File: config.mk
export PLATFORM = sky130hd
export DESIGN_NAME = lifo_stack_ctl
export DESIGN_NICKNAME = d
export VERILOG_FILES = /design/src/rtl/lifo_stack_ctl.sv
export SDC_FILE = /design/constraint.sdc
export NUM_CORES = 1
export LEC_CHECK = 0
export ABC_AREA = 1
export BUFFER_PORTS_ARGS = -buffer_cell sky130_fd_sc_hd__buf_4
export CAP_MARGIN = 20
export CORE_UTILIZATION = 35
export DETAILED_ROUTE_END_ITERATION = 8
export SLEW_MARGIN = 15
export SYNTH_ARGS = -nofsm -noshare
export SYNTH_HDL_FRONTEND = slang
export SYNTH_SLANG_ARGS = --single-unit
File: constraint.sdc
create_clock -name clk -period 2.8 [get_ports clk]
set_clock_uncertainty 0.05 [all_clocks]
set_input_delay 0.28 -clock clk [delete_from_list [all_inputs] [get_ports clk]]
set_output_delay 0.28 -clock clk [all_outputs]
set_load 0.02 [all_outputs]
File: src/rtl/lifo_stack_ctl.sv
// Parametrised synchronous LIFO stack with occupancy count, almost-full flag,
// combinational top-of-stack peek, replace-top on push+pop and sticky error flags.
module lifo_stack_ctl #(
    parameter  int WIDTH    = 8,
    parameter  int DEPTH    = 8,
    parameter  int AF_LEVEL = DEPTH - 1,
    localparam int CW       = $clog2(DEPTH + 1)
) (
    input  logic             clk,
    input  logic             rstn,
    input  logic             push,
    input  logic             pop,
    input  logic [WIDTH-1:0] din,
    input  logic             clr_err,
    output logic [WIDTH-1:0] dout,
    output logic             dout_valid,
    output logic [WIDTH-1:0] top,
    output logic [CW-1:0]    count,
    output logic             empty,
    output logic             full,
    output logic             almost_full,
    output logic             overflow,
    output logic             underflow
);

    localparam int          AW      = (DEPTH > 1) ? $clog2(DEPTH) : 1;
    localparam logic [CW-1:0] ONE    = CW'(1);
    localparam logic [CW-1:0] DEPTH_C = CW'(DEPTH);
    localparam logic [CW-1:0] AF_C    = CW'(AF_LEVEL);

    logic [WIDTH-1:0] mem [DEPTH];
    logic [CW-1:0]    count_r;
    logic [CW-1:0]    top_idx;
    logic [CW-1:0]    wr_idx;
    logic [CW-1:0]    count_nxt;
    logic             pop_ok;
    logic             push_ok;
    logic             push_drop;
    logic             pop_reject;

    assign count       = count_r;
    assign empty       = (count_r == '0);
    assign full        = (count_r == DEPTH_C);
    assign almost_full = (count_r >= AF_C);
    assign top_idx     = count_r - ONE;
    assign top         = empty ? '0 : mem[top_idx[AW-1:0]];

    // A push is still accepted when full as long as a pop frees the top slot
    // in the same cycle (replace-top); on an empty stack the pop is rejected
    // but the push goes ahead into slot 0.
    always_comb begin
        pop_ok     = pop && !empty;
        pop_reject = pop && empty;
        push_ok    = push && (!full || pop_ok);
        push_drop  = push && !push_ok;
        wr_idx     = pop_ok ? top_idx : count_r;
        count_nxt  = count_r;
        if (push_ok && !pop_ok)
            count_nxt = count_r + ONE;
        else if (pop_ok && !push_ok)
            count_nxt = count_r - ONE;
    end

    // Storage is deliberately not reset; empty gating on top hides stale data.
    always_ff @(posedge clk) begin
        if (rstn && push_ok)
            mem[wr_idx[AW-1:0]] <= din;
    end

    always_ff @(posedge clk) begin
        if (!rstn) begin
            count_r    <= '0;
            dout       <= '0;
            dout_valid <= 1'b0;
            overflow   <= 1'b0;
            underflow  <= 1'b0;
        end else begin
            count_r    <= count_nxt;
            dout_valid <= pop_ok;
            if (pop_ok)
                dout <= mem[top_idx[AW-1:0]];

            // A fresh error in the clearing cycle takes priority over clr_err.
            if (push_drop)
                overflow <= 1'b1;
            else if (clr_err)
                overflow <= 1'b0;

            if (pop_reject)
                underflow <= 1'b1;
            else if (clr_err)
                underflow <= 1'b0;
        end
    end

endmodule

==> flow_metrics.py <==
metrics = {
    "global_route": {
        "grt_pass1_wl_um": 12400,
        "grt_use_total_pct": 16.3,
        "grt_max_degree": 38,
        "grt_overflow": 0,
        "antenna_found_initial": 0,
        "grt_pass1_vias": 2427,
    },
    "critical_path": {
        "cp.arrival_ns": 2.21,
        "crit_type": "flip-flop to output port",
        "critPathLaunchType": "flip-flop",
        "critPathMaxStageDelay_ns": 0.42,
        "path_buf_inv": 3,
        "cpLargestDelayFamily": "buffers and inverters",
        "path_cells": "inv_1 > ha_1 > buf_4 > nand3_1 > nand3_1 > nand2_1 > nor2_1 > buf_4",
        "cp_slowest_cell": "ha_1",
        "cp_data_required_time_ns": 2.47,
        "critical_path.max_fanout": 15,
        "cp-end-kind": "output port",
    },
    "synthesis": {
        "avgSynthCellArea_um2": 9.48,
        "yosys.area_share.simple_pct": 20.1,
        "synth.mux.area_fraction_pct": 0,
        "netlist_area_um2": 3590,
        "synth_top_family_by_area": "simple AND/OR/NAND/NOR gates",
        "synth_compound_area_share_pct": 4.91,
        "synth_cells": 379,
        "seq_area_frac_synth_pct": 61.8,
        "synth_nets": 396,
        "synth-warning-count": 0,
        "ys_types": 26,
        "synth_xor_area_share_pct": 1.15,
        "synthAdderAreaFrac_pct": 1.39,
        "synth_seq_cells": 79,
    },
    "final_layout": {
        "fin_nets": 437,
        "final_common_cell": "nand2_1",
        "multi_input_area_um2": 991,
        "final_util_pct": 42.7,
        "finalNonFillerCells": 558,
        "fin_area_um2": 4220,
        "nFillCells": 957,
        "area_growth_pct": 17.3,
        "drive_gt1_share_pct": 16.9,
        "antenna_cells": 0,
        "final_cell_mix": "nand2_1 (93), inv_1 (73), edfxtp_1 (64), nand3_1 (51), buf_4 (44)",
        "regArea_um2": 2220,
    },
    "timing": {
        "rsz0062_at_grt": "no",
        "setup_violations": 0,
        "period_needed_ns": 2.54,
        "tightest_slew_ns": 0.749,
        "slew-limit-headroom_pct": 49.9,
        "fmax_mhz": 394,
        "drv_slew": 0,
        "min_period_over_period_pct": 90.7,
        "setup_slack_ns": 0.261,
        "hold_viol": 0,
        "fin_tns_setup_ns": 0,
        "hold-worst-slack_ns": 0.126,
    },
    "drt": {
        "wl_um": 7870,
        "vias": 2566,
        "drt_iter0_markers": 174,
        "viasPerCell": 4.60,
        "first_pass_iters": 4,
        "drc": 0,
        "drt-wirelength-per-cell_um": 14.1,
        "ant_nets": 0,
    },
    "clock_tree": {
        "cts_tree": "built",
        "cts_resized": 0,
        "holdBufCountCts": 0,
        "cts.clk_slew.worst_paths_ns": 0.09,
        "cts-root-buf": "clkbuf_8",
        "ctsHtreeMaxLevel": 3,
        "cts_setup_buffers": 0,
        "cts_sinks": 79,
        "cts_buffers": 9,
        "clock_path_buffers": 2,
        "clk_latency_ns": 0.36,
    },
    "placement": {
        "hpwl_um": 5450,
        "gp_congestion": 0.900,
        "dp_slack_ns": 0.380,
        "dp.cells": 542,
        "io_buffers": 38,
        "place_area_um2": 4010,
    },
    "floorplanning": {
        "die_x_um": 103,
        "rows": 36,
        "core_area_um2": 9860,
        "start_util_pct": 36.4,
        "io_pins": 39,
        "die_height_um": 103,
        "die_area_um2": 10700,
    },
    "pwr": {
        "ir_drop_uv": 630,
        "leakage_nw": 1.90,
        "power.total_mw": 5.00,
        "powerDensity_nw_per_um2": 1190,
    },
    "status": {
        "status": "finished, final reports clean",
    },
    "job": {
        "cap_violations": 0,
    },
    "hold_path": {
        "worstHoldPathType": "primary input to flip-flop",
    },
}
==> synthesized netlist by cell type <==
| cell | number | area [um^2] |
|---|---|---|
| buf_6 | 2 | 22.5 |
| nand3_4 | 1 | 17.5 |
| nand2_4 | 1 | 11.3 |
| buf_4 | 2 | 15.0 |
| buf_1 | 1 | 3.75 |
| xnor2_1 | 1 | 8.76 |
| o21ai_0 | 10 | 50.1 |
| o21ai_2 | 4 | 35.0 |
| dfxtp_1 | 15 | 300 |
| nor3_1 | 1 | 5.00 |
| inv_1 | 73 | 274 |
| edfxtp_1 | 64 | 1920 |
| nand3_1 | 51 | 255 |
| inv_2 | 4 | 15.0 |
| a21oi_1 | 15 | 75.1 |
| nor2_1 | 21 | 78.8 |
| o21ai_1 | 2 | 10.0 |
| xor2_2 | 1 | 16.3 |
| ha_1 | 4 | 50.1 |
| buf_2 | 8 | 40.0 |
| o22ai_1 | 1 | 6.26 |
| nand2_1 | 93 | 349 |
| xnor2_2 | 1 | 16.3 |
| clkbuf_1 | 1 | 3.75 |
| or2_1 | 1 | 6.26 |
| inv_4 | 1 | 6.26 |
==> metal layers <==
layer / vias up / global-route usage, % / wire length [um]
met1: 1177 / 22.0 / 3800
met2: 88 / 25.1 / 3450
met5: - / 0 / 0
met4: 0 / 5.09 / 98
met3: 10 / 5.31 / 531
li1: 1291 / - / -
==> report_power, final <==
group          internal [mW]  total (mW)  switching [mW]  leakage (nW)
sequential              1.45        1.54          0.0890         0.701
clock                  0.437       0.875           0.439         0.103
combinational          0.893        2.59            1.69          1.10
total                   2.78        5.00            2.22          1.90
==> cells by family after synthesis <==
kind of cell             Yosys count
flip-flops                        79
XOR/XNOR                           3
AND/OR/NAND/NOR                  169
buffers and inverters             92
adder cells (fa/ha/maj)            4
AO/OA/AOI/OAI                     32
==> state kept, by name (all words and copies together), names as in the netlist <==
register / flops
dout_valid: 1
underflow: 1
count: 4
dout: 8
overflow: 1
mem: 64
==> worst paths after layout <==
check,slack [ns],start,depth (start not counted),endpoint
hold / removal,0.13,push,3,overflow
hold reg to reg,0.43,underflow,2,underflow
setup reg to reg,0.32,count[1],7,mem[4][5]
setup / recovery,0.26,count[1],8,top[4]
==> worst min-delay path, stage by stage <==
cell	delay, ns
buf_4	0.12
nand2_1	0.05
a21oi_1	0.05
==> layout make-up <==
cell class / count / share of cell area, %
Clock buffer: 12 / 4.21
Clock inverter: 4 / 0.801
Inverter: 78 / 7.00
Multi-Input combinational cell: 208 / 23.5
Sequential cell: 79 / 52.7
Tap cell: 133 / 3.95
Timing Repair Buffer: 44 / 7.83
Power figures use the tool's default switching activity.
